### config.mk
export PLATFORM = sky130hd
export DESIGN_NAME = fetch_unit_flat
export DESIGN_NICKNAME = d
export VERILOG_FILES = /design/src/rtl/fetch_unit_pkg.sv /design/src/rtl/fetch_unit_if.sv /design/src/rtl/fetch_unit_queue.sv /design/src/rtl/fetch_unit.sv /design/src/flat_wrapper.sv
export SDC_FILE = /design/constraint.sdc
export NUM_CORES = 1
export LEC_CHECK = 0
export ABC_AREA = 1
export BUFFER_PORTS_ARGS = -buffer_cell sky130_fd_sc_hd__buf_2
export CORE_ASPECT_RATIO = 0.9
export CORE_MARGIN = 8
export CORE_UTILIZATION = 51
export CTS_CLUSTER_DIAMETER = 30
export DETAILED_ROUTE_END_ITERATION = 10
export PLACE_DENSITY = 0.76
export REMOVE_ABC_BUFFERS = 1
export SLEW_MARGIN = 20
export SYNTH_ARGS = -nofsm -noshare
export SYNTH_HDL_FRONTEND = slang
export SYNTH_SLANG_ARGS = --single-unit
### constraint.sdc
create_clock -name clk -period 2.52 [get_ports clk]
set_clock_uncertainty 0.2 [all_clocks]
set_input_delay 0.126 -clock clk [delete_from_list [all_inputs] [get_ports clk]]
set_output_delay 0.126 -clock clk [all_outputs]
set_load 0.01 [all_outputs]
### src/rtl/fetch_unit_pkg.sv
// Shared constants and state encodings for the instruction fetch stage.
package fetch_unit_pkg;

   localparam logic [15:0] NOP_WORD_DEF = 16'h0000;
   localparam logic [15:0] RESET_PC_DEF = 16'h0000;

   typedef enum logic [0:0] {
      FS_RUN   = 1'b0,
      FS_FLUSH = 1'b1
   } fetch_state_t;

endpackage

### src/rtl/fetch_unit_if.sv
// Instruction memory request/grant and in-order response bus.
interface fetch_unit_if;
   logic        imem_req;
   logic [15:0] imem_addr;
   logic        imem_gnt;
   logic        imem_rvalid;
   logic [15:0] imem_rdata;

   modport master (output imem_req, output imem_addr,
                   input imem_gnt, input imem_rvalid, input imem_rdata);
   modport slave  (input imem_req, input imem_addr,
                   output imem_gnt, output imem_rvalid, output imem_rdata);
endinterface

### src/rtl/fetch_unit_queue.sv
// Prefetch FIFO holding {pc, word} pairs; clear empties it in one cycle.
module fetch_queue #(
   parameter int DEPTH = 2,
   parameter int WIDTH = 32,
   localparam int AW = $clog2(DEPTH),
   localparam int CW = $clog2(DEPTH) + 1
) (
   input  logic             clk,
   input  logic             rst_s,
   input  logic             clr,
   input  logic             push,
   input  logic             pop,
   input  logic [WIDTH-1:0] wdata,
   output logic [WIDTH-1:0] rdata,
   output logic             full,
   output logic             empty,
   output logic [CW-1:0]    count
);

   logic [WIDTH-1:0] mem_r [DEPTH];
   logic [AW-1:0]    wr_ptr_r;
   logic [AW-1:0]    rd_ptr_r;
   logic [CW-1:0]    count_r;

   // Pointer and occupancy tracking; clear wins over push/pop.
   always_ff @(posedge clk) begin
      if (rst_s || clr) begin
         wr_ptr_r <= '0;
         rd_ptr_r <= '0;
         count_r  <= '0;
      end else begin
         if (push) wr_ptr_r <= wr_ptr_r + AW'(1);
         if (pop)  rd_ptr_r <= rd_ptr_r + AW'(1);
         if (push && !pop)      count_r <= count_r + CW'(1);
         else if (pop && !push) count_r <= count_r - CW'(1);
         else                   count_r <= count_r;
      end
   end

   // Entry storage.
   always_ff @(posedge clk) begin
      if (rst_s) begin
         for (int i = 0; i < DEPTH; i++) mem_r[i] <= '0;
      end else if (push) begin
         mem_r[wr_ptr_r] <= wdata;
      end
   end

   assign rdata = mem_r[rd_ptr_r];
   assign full  = (count_r == CW'(DEPTH));
   assign empty = (count_r == CW'(0));
   assign count = count_r;

endmodule

### src/rtl/fetch_unit.sv
// Fetch stage: owns the PC, issues credit-limited word reads and feeds the decoder from a prefetch queue.
module fetch_unit
   import fetch_unit_pkg::*;
#(
   parameter logic [15:0] RESET_PC = RESET_PC_DEF,
   parameter int          DEPTH    = 2,
   parameter logic [15:0] NOP_WORD = NOP_WORD_DEF
) (
   input  logic                clk,
   input  logic                rst_s,
   fetch_unit_if.master        imem,
   input  logic                redirect_val,
   input  logic [15:0]         redirect_pc,
   input  logic                stall,
   input  logic                hold_pc,
   output logic [15:0]         q,
   output logic                q_valid,
   output logic [15:0]         q_pc
);

   localparam int CW = $clog2(DEPTH) + 1;

   fetch_state_t  state_r, state_nxt_s;
   logic [15:0]   fetch_pc_r, resp_pc_r;
   logic [CW-1:0] outstanding_r, outstanding_nxt_s;
   logic [CW-1:0] discard_r, discard_nxt_s;
   logic          hold_seen_r;
   logic [CW-1:0] occ_s;
   logic          q_empty_s, q_full_s;
   logic [31:0]   head_s;
   logic          credit_s, req_s, grant_s, rvalid_s, push_s, pop_s, q_valid_s;

   // Credit counts both buffered words and words still in flight.
   assign credit_s  = ({1'b0, occ_s} + {1'b0, outstanding_r}) < (CW + 1)'(DEPTH);
   assign req_s     = ~rst_s & ~redirect_val & credit_s;
   assign grant_s   = req_s & imem.imem_gnt;
   assign rvalid_s  = imem.imem_rvalid & (outstanding_r != CW'(0));
   assign q_valid_s = ~q_empty_s & (state_r == FS_RUN);
   assign push_s    = rvalid_s & ~redirect_val & (discard_r == CW'(0)) & (state_r == FS_RUN)
                    & (~q_full_s | pop_s);
   assign pop_s     = q_valid_s & ~stall & ~(hold_pc & ~hold_seen_r) & ~redirect_val;

   assign imem.imem_req  = req_s;
   assign imem.imem_addr = fetch_pc_r;

   // In-flight and to-be-dropped response accounting.
   always_comb begin
      outstanding_nxt_s = outstanding_r;
      discard_nxt_s     = discard_r;
      if (grant_s && !rvalid_s)      outstanding_nxt_s = outstanding_r + CW'(1);
      else if (!grant_s && rvalid_s) outstanding_nxt_s = outstanding_r - CW'(1);
      else                           outstanding_nxt_s = outstanding_r;
      if (redirect_val)                            discard_nxt_s = outstanding_r - (rvalid_s ? CW'(1) : CW'(0));
      else if (rvalid_s && discard_r != CW'(0))   discard_nxt_s = discard_r - CW'(1);
      else                                         discard_nxt_s = discard_r;
   end

   // Flush state next-state decode.
   always_comb begin
      state_nxt_s = state_r;
      case (state_r)
         FS_RUN:   state_nxt_s = (redirect_val && discard_nxt_s != CW'(0)) ? FS_FLUSH : FS_RUN;
         FS_FLUSH: state_nxt_s = (discard_nxt_s == CW'(0)) ? FS_RUN : FS_FLUSH;
         default:  state_nxt_s = FS_RUN;
      endcase
   end

   // Flush state register.
   always_ff @(posedge clk) begin
      if (rst_s) state_r <= FS_RUN;
      else       state_r <= state_nxt_s;
   end

   // PC, response tag, counters and decoder hold tracking.
   always_ff @(posedge clk) begin
      if (rst_s) begin
         fetch_pc_r    <= RESET_PC;
         resp_pc_r     <= RESET_PC;
         outstanding_r <= CW'(0);
         discard_r     <= CW'(0);
         hold_seen_r   <= 1'b0;
      end else begin
         if (redirect_val) begin
            fetch_pc_r <= redirect_pc;
            resp_pc_r  <= redirect_pc;
         end else begin
            if (grant_s) fetch_pc_r <= fetch_pc_r + 16'd1;
            if (push_s)  resp_pc_r  <= resp_pc_r + 16'd1;
         end
         outstanding_r <= outstanding_nxt_s;
         discard_r     <= discard_nxt_s;
         hold_seen_r   <= hold_pc & q_valid_s & ~hold_seen_r & ~stall & ~redirect_val;
      end
   end

   fetch_queue #(.DEPTH(DEPTH), .WIDTH(32)) u_queue (
      .clk   (clk),
      .rst_s (rst_s),
      .clr   (redirect_val),
      .push  (push_s),
      .pop   (pop_s),
      .wdata ({resp_pc_r, imem.imem_rdata}),
      .rdata (head_s),
      .full  (q_full_s),
      .empty (q_empty_s),
      .count (occ_s)
   );

   // Decoder-facing view of the queue head.
   always_comb begin
      q_valid = q_valid_s;
      if (q_valid_s) begin
         q    = head_s[15:0];
         q_pc = head_s[31:16];
      end else begin
         q    = NOP_WORD;
         q_pc = 16'h0000;
      end
   end

endmodule

### src/flat_wrapper.sv
// flat-port wrapper written by rule: the top's interface ports become plain ports
module fetch_unit_flat import fetch_unit_pkg::*;
#(
   parameter logic [15:0] RESET_PC = RESET_PC_DEF,
   parameter int          DEPTH    = 2,
   parameter logic [15:0] NOP_WORD = NOP_WORD_DEF
)
  (clk, rst_s, redirect_val, redirect_pc, stall, hold_pc, q, q_valid, q_pc, imem_imem_req, imem_imem_addr, imem_imem_gnt, imem_imem_rvalid, imem_imem_rdata);
  fetch_unit_if imem_i ();
  input  logic clk;
  input  logic rst_s;
  input  logic redirect_val;
  input  logic [15:0] redirect_pc;
  input  logic stall;
  input  logic hold_pc;
  output logic [15:0] q;
  output logic q_valid;
  output logic [15:0] q_pc;
  output wire logic [$bits(imem_i.imem_req)-1:0] imem_imem_req;
  output wire logic [$bits(imem_i.imem_addr)-1:0] imem_imem_addr;
  input wire logic [$bits(imem_i.imem_gnt)-1:0] imem_imem_gnt;
  input wire logic [$bits(imem_i.imem_rvalid)-1:0] imem_imem_rvalid;
  input wire logic [$bits(imem_i.imem_rdata)-1:0] imem_imem_rdata;
  assign imem_imem_req = imem_i.imem_req;
  assign imem_imem_addr = imem_i.imem_addr;
  assign imem_i.imem_gnt = imem_imem_gnt;
  assign imem_i.imem_rvalid = imem_imem_rvalid;
  assign imem_i.imem_rdata = imem_imem_rdata;
  fetch_unit #(.RESET_PC(RESET_PC), .DEPTH(DEPTH), .NOP_WORD(NOP_WORD)) u_core (.clk(clk), .rst_s(rst_s), .imem(imem_i), .redirect_val(redirect_val), .redirect_pc(redirect_pc), .stall(stall), .hold_pc(hold_pc), .q(q), .q_valid(q_valid), .q_pc(q_pc));
endmodule
# Word-level counts from Yosys, hierarchy flattened
# Memory sizes are Yosys's and may differ from the RTL's. A register that Yosys moved wholly into a read port is not among the register bits.
# Index checks and enable logic that the tools add are counted.
dict set report word_totals {
  register_bits 42
  latchBits 0
  ramBits 64
  mem_bits_ro 0
  in_bits 39
  output_inout_bits 50
  elab_cells 97
  memories 1
}
# memory words width rd rd_clocked_by_memory_dff wr line_no
set memory_table {}
lappend memory_table {u_core.u_queue.mem_r 2 32 1 1 2 fetch_unit_queue.sv:20} ;# logic [WIDTH-1:0] mem_r [DEPTH];
dict set report op_classes {
  add_sub_neg 11
  mul 0
  div 0
  order_cmp 1
  n_eq_ne 1
  shifts 0
  muxes 26
  bitwise 26
  n_reduce_logical 22
}
# op count
set ops {}
lappend ops {{2-to-1 mux 16 bit} 6}
lappend ops {{adder 16 x 1 -> 16 bit, second input constant} 2}
lappend ops {{2-to-1 mux 32 bit} 1}
lappend ops {{OR reduction 32 bit} 1}
lappend ops {{AND 1 bit} 17}
lappend ops {{nonzero test 2 bit} 7}
lappend ops {{2-to-1 mux 1 bit} 12}
lappend ops {{2-to-1 mux 2 bit} 6}
lappend ops {{inverter 1 bit} 8}
lappend ops {{logical AND 1 bit} 6}
lappend ops {{zero test 2 bit} 3}
lappend ops {{subtractor 2 x 1 -> 2 bit, second input constant} 3}
lappend ops {{adder 2 x 1 -> 2 bit, second input constant} 2}
lappend ops {{zero test 1 bit} 4}
lappend ops {{adder 2 x 2 -> 3 bit} 1}
lappend ops {{less-than comparator 3 x 2 -> 1 bit, second input constant} 1}
lappend ops {{adder 1 bit, second input constant} 2}
lappend ops {{== test 2 bit, second input constant} 1}
lappend ops {{case mux 1 bit (2 select lines)} 1}
lappend ops {{subtractor 2 bit} 1}
lappend ops {{logical OR 1 bit} 1}
lappend ops {{OR 1 bit} 1}

# Longest topological paths before layout
# Gate-level depths: netlist (run 1).
dict set report depth {
  word_depth 13
  ltp_mapped 12
  depth_no_buf 11
}

# Modules after synthesis
# Synthesis (run 1) repeated with hierarchy kept, for this count alone.
dict set report unflattened {
  hier_cells 728
  area_unflattened_um2 5988.2
}
# module n_inst cells_per_inst area_each_um2 seq_area_each_um2
set by_module_without_submodules {}
lappend by_module_without_submodules {fetch_queue 1 239 3115.5 2021.9}
lappend by_module_without_submodules {fetch_unit 1 489 2872.8 760.7}

# Worst setup path after synthesis (run 1)
# No wires, ideal clock.
dict set report synth_path {
  path_type {register to register}
  startpoint {register u_core.u_queue.count_r[0], in the netlist u_core.u_queue.count[0]}
  endpoint {memory u_core.u_queue.mem_r[1][0], enable pin}
  setup_ps 389
  arrival_time_ps 2000
  required_ps 1931
  path_slack_ps -69
  stages_incl_launch_ff 10
  path_buffers 1
  period_less_slack_ps 2589
  path_cell_list {dfxtp_1 nor2_1 nor2_4 nand4_1 nand2_1 nand2_2 nor2_8 nand2_4 buf_6 nand2_1}
}
# element line_no
set synth_lines {}
lappend synth_lines {{start, declared} fetch_unit_queue.sv:23} ;# logic [CW-1:0] count_r;
lappend synth_lines {{start signal, assigned} fetch_unit_queue.sv:34} ;# if (push && !pop) count_r <= count_r + CW'(1);
lappend synth_lines {{start signal, assigned} fetch_unit_queue.sv:35} ;# else if (pop && !push) count_r <= count_r - CW'(1);
lappend synth_lines {{start signal, assigned} fetch_unit_queue.sv:36} ;# else count_r <= count_r;
lappend synth_lines {{end, declared} fetch_unit_queue.sv:20}

# Worst setup path after layout (run 1)
dict set report layout_path {
  startpoint {register u_core.outstanding_r[0]}
  endpoint {register u_core.outstanding_r[1]}
}
dict set report layout_between {
  elab_chain_len 7
  elab_cells_between_ends 15
  classes_between {add/sub: 3; order compare: 1; mux: 2; bitwise: 3; reduce/logical: 6}
}
# element line_no
set layout_lines {}
lappend layout_lines {{start, declared} fetch_unit.sv:25} ;# logic [CW-1:0] outstanding_r, outstanding_nxt_s;
lappend layout_lines {{start signal, assigned} fetch_unit.sv:90} ;# outstanding_r <= outstanding_nxt_s;
lappend layout_lines {{adder 2 x 2 -> 3 bit} fetch_unit.sv:34} ;# assign credit_s = ({1'b0, occ_s} + {1'b0, outstanding_r}) < (CW + 1)'(DEPTH);
lappend layout_lines {{less-than comparator 3 x 2 -> 1 bit} fetch_unit.sv:34}
lappend layout_lines {{AND 1 bit} fetch_unit.sv:35} ;# assign req_s = ~rst_s & ~redirect_val & credit_s;
lappend layout_lines {{AND 1 bit} fetch_unit.sv:36} ;# assign grant_s = req_s & imem.imem_gnt;
lappend layout_lines {{zero test 1 bit} fetch_unit.sv:51} ;# else if (!grant_s && rvalid_s) outstanding_nxt_s = outstanding_r - CW'(1);
lappend layout_lines {{logical AND 1 bit} fetch_unit.sv:51}
lappend layout_lines {{nonzero test 2 bit (no source line)} -}
# Parallel ways exist; a longest one is shown, timed or not. The select of a mux whose other input is x is not followed.
# A chain may end at the register's enable or synchronous reset.

==> results of run 1 <==
-- worst min-delay path, cell delays in order --
cell and delay [ps]:
sky130_fd_sc_hd__buf_2 100, sky130_fd_sc_hd__nand2_1 110, sky130_fd_sc_hd__nand2_1 70, sky130_fd_sc_hd__nand2_1 50, sky130_fd_sc_hd__a21oi_1 50
-- metrics by stage --
| step | hold slack, ps | utilization [%] | setup slack (ps) | cells |
|---|---|---|---|---|
| final | 12.0 | 63.5 | 177 | 929 |
| after global routing | 39.4 | 63.5 | 27.5 | 929 |
| after CTS | 2.20 | 63.5 | 157 | 929 |
| after detailed placement | 223 | 57.3 | 194 | 877 |
| after global placement | 218 | 57.3 | 320 | 877 |
| after floorplan | -4.93 | - | -682 | 642 |
-- registers in the layout, indices dropped and copies added, names as in the netlist, named ones only --
name / count
u_core.resp_pc_r: 16
u_core.outstanding_r: 2
u_core.u_queue.rd_ptr_r: 1
u_core.hold_seen_r: 1
u_core.imem.imem_addr: 16
u_core.state_r: 1
u_core.u_queue.count: 2
u_core.u_queue.wr_ptr_r: 1
u_core.u_queue.mem_r: 64
u_core.discard_r: 2
-- cell type report --
cell class / count / area (um^2) / share of cell area, %
Clock buffer: 10 / 229 / 3.36
Clock inverter: 6 / 71.3 / 1.05
Inverter: 101 / 379 / 5.57
Multi-Input combinational cell: 434 / 2240 / 33.0
Sequential cell: 107 / 2780 / 40.9
Tap cell: 133 / 166 / 2.45
Timing Repair Buffer: 138 / 931 / 13.7
-- layout by cell type, fill, tap and decap left out, types with 2 or more instances in the layout --
cell,Yosys,final
sky130_fd_sc_hd__inv_1,96,96
sky130_fd_sc_hd__o21ai_1,4,4
sky130_fd_sc_hd__mux2_1,20,20
sky130_fd_sc_hd__dfxtp_1,43,42
sky130_fd_sc_hd__a31oi_1,7,7
sky130_fd_sc_hd__buf_2,8,88
sky130_fd_sc_hd__edfxtp_1,64,64
sky130_fd_sc_hd__clkbuf_16,0,9
sky130_fd_sc_hd__nand2_1,162,162
sky130_fd_sc_hd__nand2_2,2,2
sky130_fd_sc_hd__nor3_1,11,11
sky130_fd_sc_hd__nor2_1,93,93
sky130_fd_sc_hd__xor2_1,13,13
sky130_fd_sc_hd__o21ai_0,17,17
sky130_fd_sc_hd__inv_2,4,4
sky130_fd_sc_hd__dlygate4sd3_1,0,36
sky130_fd_sc_hd__mux2_2,12,12
sky130_fd_sc_hd__a21oi_1,25,25
sky130_fd_sc_hd__nand2_4,2,2
sky130_fd_sc_hd__nand3_1,42,42
sky130_fd_sc_hd__a22o_1,2,2
sky130_fd_sc_hd__buf_4,2,12
sky130_fd_sc_hd__ha_1,6,6
sky130_fd_sc_hd__nand4_1,4,4
sky130_fd_sc_hd__buf_12,0,2
sky130_fd_sc_hd__nor3_2,2,2
-- timing repair --
item / in CTS / in global routing
setup endpoints to repair: 0 / 1
hold buffers: 36 / 0
gates resized for setup: 0 / 1
hold endpoints to repair: 65 / 0
-- power breakdown --
part           internal (mW)  switching, mW  total (mW)
Combinational          0.272          0.403       0.676
Clock                  0.783          0.648        1.43
Sequential              1.99         0.0887        2.08
Total                   3.04           1.14        4.18
-- kinds of logic after synthesis --
| logic type | synth area share, % |
|---|---|
| AOI/OAI and AO/OA | 5.67 |
| xor gates and xnor gates | 2.21 |
| adders and majority gates | 1.72 |
| buffers and inverters | 9.20 |
| DFF | 50.3 |
| muxes | 6.51 |
| and+or+nand+nor | 24.4 |
-- routing by layer --
layer,track usage (%),wire length [um]
met5,0,0
met4,3.92,134
met3,4.36,820
met2,31.8,6290
met1,24.3,6310
-- path summary, 6_finish.rpt --
| check | startpoint | endpoint | cells after the start |
|---|---|---|---|
| max | u_core.outstanding_r[0]$_SDFFE_PP0P_ | u_core.outstanding_r[1]$_SDFFE_PP0P_ | 11 |
| min reg2reg | u_core.u_queue.rd_ptr_r$_SDFFE_PP0P_ | u_core.u_queue.rd_ptr_r$_SDFFE_PP0P_ | 1 |
| min | redirect_pc[10] | u_core.resp_pc_r[10]$_SDFFE_PP0P_ | 5 |
| max reg2reg | u_core.outstanding_r[0]$_SDFFE_PP0P_ | u_core.outstanding_r[1]$_SDFFE_PP0P_ | 11 |
==> impl_metrics.py, run 1 <==
metrics = {
    "yosys": {
        "post_synth.cell_area_avg_um2": 8.29,
        "number_of_flops_mapped_to_enable_cells_by_yosys": 64,
        "ys_top_cells_by_count": "sky130_fd_sc_hd__nand2_1 (162), sky130_fd_sc_hd__inv_1 (96), sky130_fd_sc_hd__nor2_1 (93)",
        "synth_seq_cells": 107,
        "synthMostInstantiatedCell": "sky130_fd_sc_hd__nand2_1",
        "post-synth-top-area-fraction_pct": 34.7,
        "async_reset_ff_share_pct": 0,
        "postSynth.topFlopCell": "sky130_fd_sc_hd__edfxtp_1",
        "yosys_warnings": 0,
        "synth.area.top_cells": "sky130_fd_sc_hd__edfxtp_1 (35%), sky130_fd_sc_hd__dfxtp_1 (16%), sky130_fd_sc_hd__nand2_1 (11%)",
        "ys_types": 37,
        "syn-instance-count": 668,
        "synth_seq_area_share_pct": 50.3,
        "synthDominantAreaCellType": "sky130_fd_sc_hd__edfxtp_1",
        "syn-cell-area_um2": 5540,
    },
    "clock_tree": {
        "cts-buffers-inserted": 9,
        "cts_root_buffer": "sky130_fd_sc_hd__clkbuf_16",
        "clkSinkCount": 107,
        "clock_tree.htree_level_count": 3,
        "clk_transition_reported_paths_ps": 70,
        "tritoncts": "yes",
        "cts.path.max_buffers": 2,
        "clkLatencyLatePin_ps": 340,
        "post_cts_buffers": 0,
    },
    "power_and_ir_drop": {
        "static_power_due_to_leakage_nw": 3.29,
        "report.power.total_mw": 4.18,
        "max-vdd-ir-drop_v": 0.000387,
        "power.density_nw_per_um2": 615,
    },
    "sta": {
        "hold_violations": 0,
        "finalWorstPathRequiredPeriod_ps": 2340,
        "grt_setup_unrepaired": "no",
        "timing.final.max_slew_violations": 0,
        "tightestPinTransition_ps": 448,
        "fin_setup_tns_ps": 0,
        "number_of_endpoints_failing_setup_at_the_final_stage": 0,
        "worst_slew_margin_rel_pct": 70.2,
        "clock.fmax_ghz": 0.427,
        "fin_crit_sh_pct": 93.0,
    },
    "die": {
        "io_pins": 89,
        "total_core_area_um2": 10700,
        "fp-row-count": 36,
        "die-width_um": 126,
        "design.die.area_um2": 14500,
        "die_h_um": 115,
        "start_util_pct": 51.6,
    },
    "setup_path": {
        "setup.worst_path.end_class": "flip-flop",
        "setup.reg_to_reg.worst_slack_ps": 180,
        "worst-path-buf-inv": 2,
        "cp.arrival_ps": 2360,
        "critical-path-top-delay-family": "adder cells",
        "startpoint_type": "flip-flop",
        "worst-path-max-fanout": 4,
        "path_cells": "nand2_1, inv_1, fa_1, nor2_1, nand3_1, inv_2, ha_1, a21oi_1, o21ai_0, o21ai_0, a21oi_1",
        "cpPeakStageDelay_ps": 420,
        "critical_setup_path_kind": "reg -> reg",
        "master_of_the_slowest_instance_on_the_critical_path": "sky130_fd_sc_hd__fa_1",
        "worst-endpoint-required_ps": 2540,
    },
    "finish": {
        "n_antenna_cell": 0,
        "final_layout_size_suffix_gt1_share_pct": 18.1,
        "postLayoutCellArea_um2": 6810,
        "areaGrowthSynthToFinish_pct": 22.9,
        "final_net_count": 837,
        "layout.filler_cells": 907,
    },
    "placement": {
        "dp_hpwl_mm": 9.06,
        "gp_congestion": 0.880,
        "detailed_place.area_um2": 6140,
        "numPortBuffers": 88,
    },
    "global_routing": {
        "first_global_vias": 4809,
        "antenna_found_initial": 0,
        "maximum_number_of_pins_on_one_net_before_global_route_repair": 35,
        "total_congestion_overflow_after_global_routing": 0,
        "grt_pass1_wl_mm": 22.5,
        "track_usage_pct": 18.8,
    },
    "min_path": {
        "hold_path_class": "in -> reg",
    },
    "drt": {
        "via_count": 4799,
        "drt_iter0_drc": 377,
        "route.detailed.drc": 0,
        "dr_wl_cell_um": 14.6,
        "first_pass_iters": 5,
        "wirelength_mm": 13.6,
        "drt-vias-per-instance": 5.17,
        "ant_nets": 0,
    },
    "job": {
        "maxCapViolations": 0,
    },
    "status": {
        "outcome": "completed",
    },
}
(Power assumes the default switching activity.)
==> run 2, diff against run 1 <==
--- a/config.mk
+++ b/config.mk
@@ -7,7 +7,7 @@
 export LEC_CHECK = 0
 export ABC_AREA = 1
 export BUFFER_PORTS_ARGS = -buffer_cell sky130_fd_sc_hd__buf_2
-export CORE_ASPECT_RATIO = 0.9
+export CORE_ASPECT_RATIO = 0.75
 export CORE_MARGIN = 8
 export CORE_UTILIZATION = 51
 export CTS_CLUSTER_DIAMETER = 30
==> impl_metrics.py, run 2 (synthesis gave the netlist of run 1 again) <==
metrics = {
    "status": {
        "outcome": "completed",
    },
    "setup_path": {
        "worst-path-max-fanout": 5,
        "worst-endpoint-required_ps": 2560,
        "setup.worst_path.end_class": "flip-flop",
        "cp.arrival_ps": 2390,
        "critical_setup_path_kind": "reg -> reg",
        "startpoint_type": "flip-flop",
    },
    "clock_tree": {
        "clkSinkCount": 107,
        "cts_root_buffer": "sky130_fd_sc_hd__clkbuf_16",
        "cts.path.max_buffers": 2,
        "cts-buffers-inserted": 9,
        "clk_transition_reported_paths_ps": 80,
        "clock_tree.htree_level_count": 3,
        "tritoncts": "yes",
        "clkLatencyLatePin_ps": 350,
    },
    "global_routing": {
        "first_global_vias": 4668,
        "antenna_found_initial": 0,
        "maximum_number_of_pins_on_one_net_before_global_route_repair": 35,
        "total_congestion_overflow_after_global_routing": 0,
        "track_usage_pct": 18.9,
        "grt_pass1_wl_mm": 21.9,
    },
    "sta": {
        "whs_ps": 35.9,
        "number_of_endpoints_failing_setup_at_the_final_stage": 0,
        "hold_violations": 0,
        "timing.final.max_slew_violations": 0,
        "fin_crit_sh_pct": 93.2,
        "setup_slack_ps": 172,
        "tightestPinTransition_ps": 461,
        "finalWorstPathRequiredPeriod_ps": 2350,
        "grt_setup_unrepaired": "no",
        "worst_slew_margin_rel_pct": 69.0,
        "clock.fmax_ghz": 0.426,
    },
    "drt": {
        "drt_iter0_drc": 471,
        "via_count": 4814,
        "ant_nets": 0,
        "wirelength_mm": 13.7,
        "first_pass_iters": 6,
        "dr_wl_cell_um": 14.7,
        "route.detailed.drc": 0,
        "drt-vias-per-instance": 5.14,
    },
    "placement": {
        "dp_hpwl_mm": 9.06,
        "detailed_place.area_um2": 6150,
        "numPortBuffers": 88,
        "gp_congestion": 0.901,
        "place_worst_setup_slack_ps": 205,
    },
    "power_and_ir_drop": {
        "power.density_nw_per_um2": 606,
        "max-vdd-ir-drop_v": 0.000286,
        "static_power_due_to_leakage_nw": 3.27,
        "report.power.total_mw": 4.12,
    },
    "die": {
        "fp-row-count": 33,
        "total_core_area_um2": 10700,
        "design.die.area_um2": 14500,
        "io_pins": 89,
        "start_util_pct": 51.6,
        "die-width_um": 136,
        "die_h_um": 106,
    },
    "finish": {
        "flip_flop_count_of_the_largest_register_after_layout": 64,
        "postLayoutCellArea_um2": 6800,
        "final_layout_size_suffix_gt1_share_pct": 18.2,
        "areaGrowthSynthToFinish_pct": 22.8,
        "most-common-layout-cells": "sky130_fd_sc_hd__nand2_1 (162), sky130_fd_sc_hd__inv_1 (96), sky130_fd_sc_hd__nor2_1 (93)",
        "n_antenna_cell": 0,
        "most_common_cell_after_layout_fill_and_taps_aside": "sky130_fd_sc_hd__nand2_1",
        "final_core_util_pct": 63.3,
        "final_net_count": 837,
        "top_register": "u_core.u_queue.mem_r",
    },
    "job": {
        "maxCapViolations": 0,
    },
    "min_path": {
        "hold_path_class": "in -> reg",
    },
}
==> run 2: cell count changes in the layout (fill, tap and decap cells not counted) <==
cell | before | now
sky130_fd_sc_hd__inv_6 | 1 | 3
sky130_fd_sc_hd__bufinv_16 | 1 | 0
sky130_fd_sc_hd__clkinv_2 | 1 | 0
sky130_fd_sc_hd__dfxtp_1 | 42 | 41
sky130_fd_sc_hd__dfxtp_2 | 1 | 2
==> run 2: timing repair <==
item	in CTS	in global routing
setup buffers	0	0
resized for setup	0	2
hold buffers	36	0
endpoints found under the hold margin	65	0
setup endpoints to repair	0	3
==> run 2: final timing paths <==
check	startpoint	endpoint	slack (ps)	depth (start not counted)
min reg2reg	u_core.u_queue.rd_ptr_r$_SDFFE_PP0P_	u_core.u_queue.rd_ptr_r$_SDFFE_PP0P_	260	1
min	redirect_val	u_core.discard_r[1]$_SDFF_PP0_	40	5
max	u_core.u_queue.count[0]$_SDFFE_PP0P_	u_core.outstanding_r[1]$_SDFFE_PP0P_	170	11
max reg2reg	u_core.u_queue.count[0]$_SDFFE_PP0P_	u_core.outstanding_r[1]$_SDFFE_PP0P_	170	11
==> run 2: where the power goes <==
part           internal [mW]  switching [mW]
clock                  0.691           0.672
sequential              1.99          0.0859
combinational          0.273           0.409
==> run 2: worst max-delay path, stage by stage, from the launching register on <==
cell	delay, ps
sky130_fd_sc_hd__dfxtp_2	380
sky130_fd_sc_hd__nand2_1	60
sky130_fd_sc_hd__inv_1	60
sky130_fd_sc_hd__fa_1	430
sky130_fd_sc_hd__nor2_1	120
sky130_fd_sc_hd__nand3_1	130
sky130_fd_sc_hd__inv_2	90
sky130_fd_sc_hd__ha_1	250
sky130_fd_sc_hd__a21oi_1	130
sky130_fd_sc_hd__o21ai_0	120
sky130_fd_sc_hd__o21ai_0	190
sky130_fd_sc_hd__a21oi_1	60
==> run 2: layout make-up <==
class | count | area [um^2]
inverter | 101 | 379
clock inverter | 6 | 53.8
timing repair buffer | 138 | 931
multi-input combinational | 434 | 2240
tap | 140 | 175
fill | 935 | 3940
sequential | 107 | 2790
clock buffer | 10 | 229
==> run 2: through the flow <==
stage	TNS, ps	instances
floorplan	-34460	642
global placement	0	884
detailed placement	0	884
CTS	0	936
global route	0	936
finish	0	936
==> run 2: layer usage <==
metal	up-vias	global-route usage (%)	share of wire [%]
met3	26	4.05	6.2
li1	2376	-	-
met4	0	7.35	2.3
met1	2247	23.5	42
met5	-	0	0
met2	165	31.5	49
==> run 3, diff against run 2 <==
--- a/config.mk
+++ b/config.mk
@@ -9,12 +9,12 @@
 export BUFFER_PORTS_ARGS = -buffer_cell sky130_fd_sc_hd__buf_2
 export CORE_ASPECT_RATIO = 0.75
 export CORE_MARGIN = 8
-export CORE_UTILIZATION = 51
+export CORE_UTILIZATION = 58
 export CTS_CLUSTER_DIAMETER = 30
 export DETAILED_ROUTE_END_ITERATION = 10
-export PLACE_DENSITY = 0.76
+export PLACE_DENSITY = 0.81
 export REMOVE_ABC_BUFFERS = 1
-export SLEW_MARGIN = 20
 export SYNTH_ARGS = -nofsm -noshare
 export SYNTH_HDL_FRONTEND = slang
+export SYNTH_HIERARCHICAL = 1
 export SYNTH_SLANG_ARGS = --single-unit
==> constraint.sdc (replaced) <==
create_clock -name clk -period 2.2 [get_ports clk]
set_clock_uncertainty 0.2 [all_clocks]
set_input_delay 0.11 -clock clk [delete_from_list [all_inputs] [get_ports clk]]
set_output_delay 0.11 -clock clk [all_outputs]
set_load 0.01 [all_outputs]
==> impl_metrics.py, run 3 <==
metrics = {
    "status": {
        "outcome": "completed",
    },
    "finish": {
        "postLayoutCellArea_um2": 7330,
        "most_common_cell_after_layout_fill_and_taps_aside": "sky130_fd_sc_hd__nand2_1",
        "final_net_count": 902,
        "top_register": "u_core/u_queue/mem_r",
        "n_antenna_cell": 0,
        "flip_flop_count_of_the_largest_register_after_layout": 64,
        "post_layout_nonfiller_instances": 997,
        "final_core_util_pct": 72.1,
        "most-common-layout-cells": "sky130_fd_sc_hd__nand2_1 (146), sky130_fd_sc_hd__nor2_1 (138), sky130_fd_sc_hd__inv_1 (117)",
        "final_layout_size_suffix_gt1_share_pct": 23.6,
        "areaGrowthSynthToFinish_pct": 22.5,
    },
    "yosys": {
        "yosys_warnings": 6,
        "ys_types": 42,
        "synthMostInstantiatedCell": "sky130_fd_sc_hd__nand2_1",
        "synth.area.top_cells": "sky130_fd_sc_hd__edfxtp_1 (32%), sky130_fd_sc_hd__dfxtp_1 (14%), sky130_fd_sc_hd__nand2_1 (9.2%)",
        "synthDominantAreaCellType": "sky130_fd_sc_hd__edfxtp_1",
        "syn-cell-area_um2": 5990,
        "postSynth.topFlopCell": "sky130_fd_sc_hd__edfxtp_1",
        "ys_top_cells_by_count": "sky130_fd_sc_hd__nand2_1 (147), sky130_fd_sc_hd__nor2_1 (140), sky130_fd_sc_hd__inv_1 (118)",
        "post-synth-top-area-fraction_pct": 32.1,
        "syn-instance-count": 728,
        "number_of_flops_mapped_to_enable_cells_by_yosys": 64,
        "synth_seq_cells": 107,
        "post_synth.cell_area_avg_um2": 8.23,
        "async_reset_ff_share_pct": 0,
        "synth_seq_area_share_pct": 46.5,
    },
    "power_and_ir_drop": {
        "power.density_nw_per_um2": 666,
        "max-vdd-ir-drop_v": 0.000447,
        "static_power_due_to_leakage_nw": 3.34,
    },
    "global_routing": {
        "total_congestion_overflow_after_global_routing": 0,
        "grt_pass1_wl_mm": 23.8,
        "maximum_number_of_pins_on_one_net_before_global_route_repair": 33,
        "antenna_found_initial": 0,
        "track_usage_pct": 20.8,
        "first_global_vias": 5042,
    },
    "clock_tree": {
        "cts.path.max_buffers": 2,
        "clkSinkCount": 107,
        "clkLatencyLatePin_ps": 350,
        "tritoncts": "yes",
        "cts-buffers-inserted": 9,
        "clock_tree.htree_level_count": 3,
        "cts_root_buffer": "sky130_fd_sc_hd__clkbuf_16",
        "clk_transition_reported_paths_ps": 80,
    },
    "sta": {
        "worst_slew_margin_rel_pct": 75.7,
        "number_of_endpoints_failing_setup_at_the_final_stage": 0,
        "timing.final.max_slew_violations": 0,
        "hold_violations": 0,
        "clock.fmax_ghz": 0.455,
        "finalWorstPathRequiredPeriod_ps": 2200,
        "fin_crit_sh_pct": 99.8,
        "grt_setup_unrepaired": "yes",
        "tightestPinTransition_ps": 364,
    },
    "setup_path": {
        "master_of_the_slowest_instance_on_the_critical_path": "sky130_fd_sc_hd__fa_1",
        "cpPeakStageDelay_ps": 480,
        "startpoint_type": "flip-flop",
        "worst-path-buf-inv": 2,
        "critical_setup_path_kind": "reg -> reg",
        "worst-path-max-fanout": 2,
        "critical-path-top-delay-family": "adder cells",
        "worst-endpoint-required_ps": 2240,
        "setup.worst_path.end_class": "flip-flop",
        "cp.arrival_ps": 2230,
        "path_cells": "nand2_2, inv_2, fa_1, nor2_2, nand4_4, inv_4, ha_4, a21oi_2, o21ai_2, o21ai_1, a21oi_1",
    },
    "placement": {
        "dp_cells": 945,
        "numPortBuffers": 88,
        "dp_hpwl_mm": 9.66,
        "gp_congestion": 0.885,
        "detailed_place.area_um2": 6620,
    },
    "drt": {
        "dr_wl_cell_um": 14.5,
        "via_count": 5161,
        "drt_iter0_drc": 410,
        "first_pass_iters": 5,
        "ant_nets": 0,
        "drt-vias-per-instance": 5.18,
        "route.detailed.drc": 0,
        "wirelength_mm": 14.5,
    },
    "die": {
        "design.die.area_um2": 13900,
        "start_util_pct": 58.9,
        "total_core_area_um2": 10200,
        "die-width_um": 133,
        "io_pins": 89,
        "fp-row-count": 32,
        "die_h_um": 104,
    },
    "min_path": {
        "hold_path_class": "in -> reg",
    },
    "job": {
        "maxCapViolations": 0,
    },
}
[run 3: cell types whose count changed in the layout (fill, tap and decap cells not counted), sizes merged, moves of 4 or more]
| cell | delta |
|---|---|
| nand4 | +4 |
| xor2 | -7 |
| o21ai | -5 |
| nor3 | -5 |
| nand2 | -11 |
| inv | +28 |
| nor2 | +55 |
[run 3: final timing paths]
kind	start	end	slack, ps	depth (start not counted)
worst max-delay path	u_core/u_queue/count[0]$_SDFFE_PP0P_	u_core/outstanding_r[1]$_SDFFE_PP0P_	4	11
worst min-delay path	rst_s	u_core/imem.imem_addr[4]$_SDFFE_PP0P_	50	4
worst max register to register	u_core/u_queue/count[0]$_SDFFE_PP0P_	u_core/outstanding_r[1]$_SDFFE_PP0P_	4	11
worst min register to register	u_core/imem.imem_addr[0]$_SDFFE_PP0P_	u_core/imem.imem_addr[0]$_SDFFE_PP0P_	320	2
[run 3: worst min-delay path, stage by stage]
cell	delay, ps
sky130_fd_sc_hd__buf_2	170
sky130_fd_sc_hd__inv_2	160
sky130_fd_sc_hd__nand2_1	100
sky130_fd_sc_hd__inv_1	30
[run 3: layout make-up]
type	instances	area, um^2
Fill cell	750	2840
Sequential cell	107	2790
Multi-Input combinational cell	470	2620
Timing Repair Buffer	140	981
Inverter	128	488
Clock buffer	9	225
Tap cell	136	170
Clock inverter	7	67.6
[run 3: logic make-up (layout without fill, tap and decap cells)]
logic type	count (synthesis)	in the layout	synth area share (%)
compound gates	53	53	4.97
simple gates	369	369	27.0
flops	107	107	46.5
fa+ha+maj	7	7	1.59
buf+inv	151	284	10.8
mux	32	32	7.90
xor+xnor	9	9	1.32
[run 3: power breakdown]
part           switching (mW)  leakage [nW]  internal [mW]
clock network           0.786         0.140          0.797
logic                   0.542          2.18          0.401
registers               0.100          1.02           2.26
[run 3: repair_timing]
action                     CTS  global route
buffers inserted             1             0
resized for setup            6            12
setup endpoints to repair    2            72
hold buffers                35             0
hold endpoints to repair    65             0
pin swaps                    2             5
cloned                       0             0
[run 3: layer usage]
layer,track usage [%],wire length [um],vias to the layer above,share of wire [%]
li1,-,-,2551,-
met1,25.4,6110,2408,42
met2,36.2,7250,181,50
met3,3.96,892,21,6.2
met4,6.39,216,0,1.5
met5,0,0,-,0
[run 3: per-stage QoR]
| step | setup slack [ps] | power, mW | TNS, ps | hold WS (ps) |
|---|---|---|---|---|
| 2_1_floorplan | -532 | 2.92 | -26450 | -27.6 |
| 5_1_grt | -101 | 5.08 | -138 | 66.1 |
| 4_1_cts | 7.27 | 4.88 | 0 | 41.2 |
| 6_report | 4.12 | 4.89 | 0 | 51.9 |
| 3_5_place_dp | -40.3 | 3.22 | -42.4 | 196 |
| 3_3_place_gp | 39.7 | 3.18 | 0 | 188 |
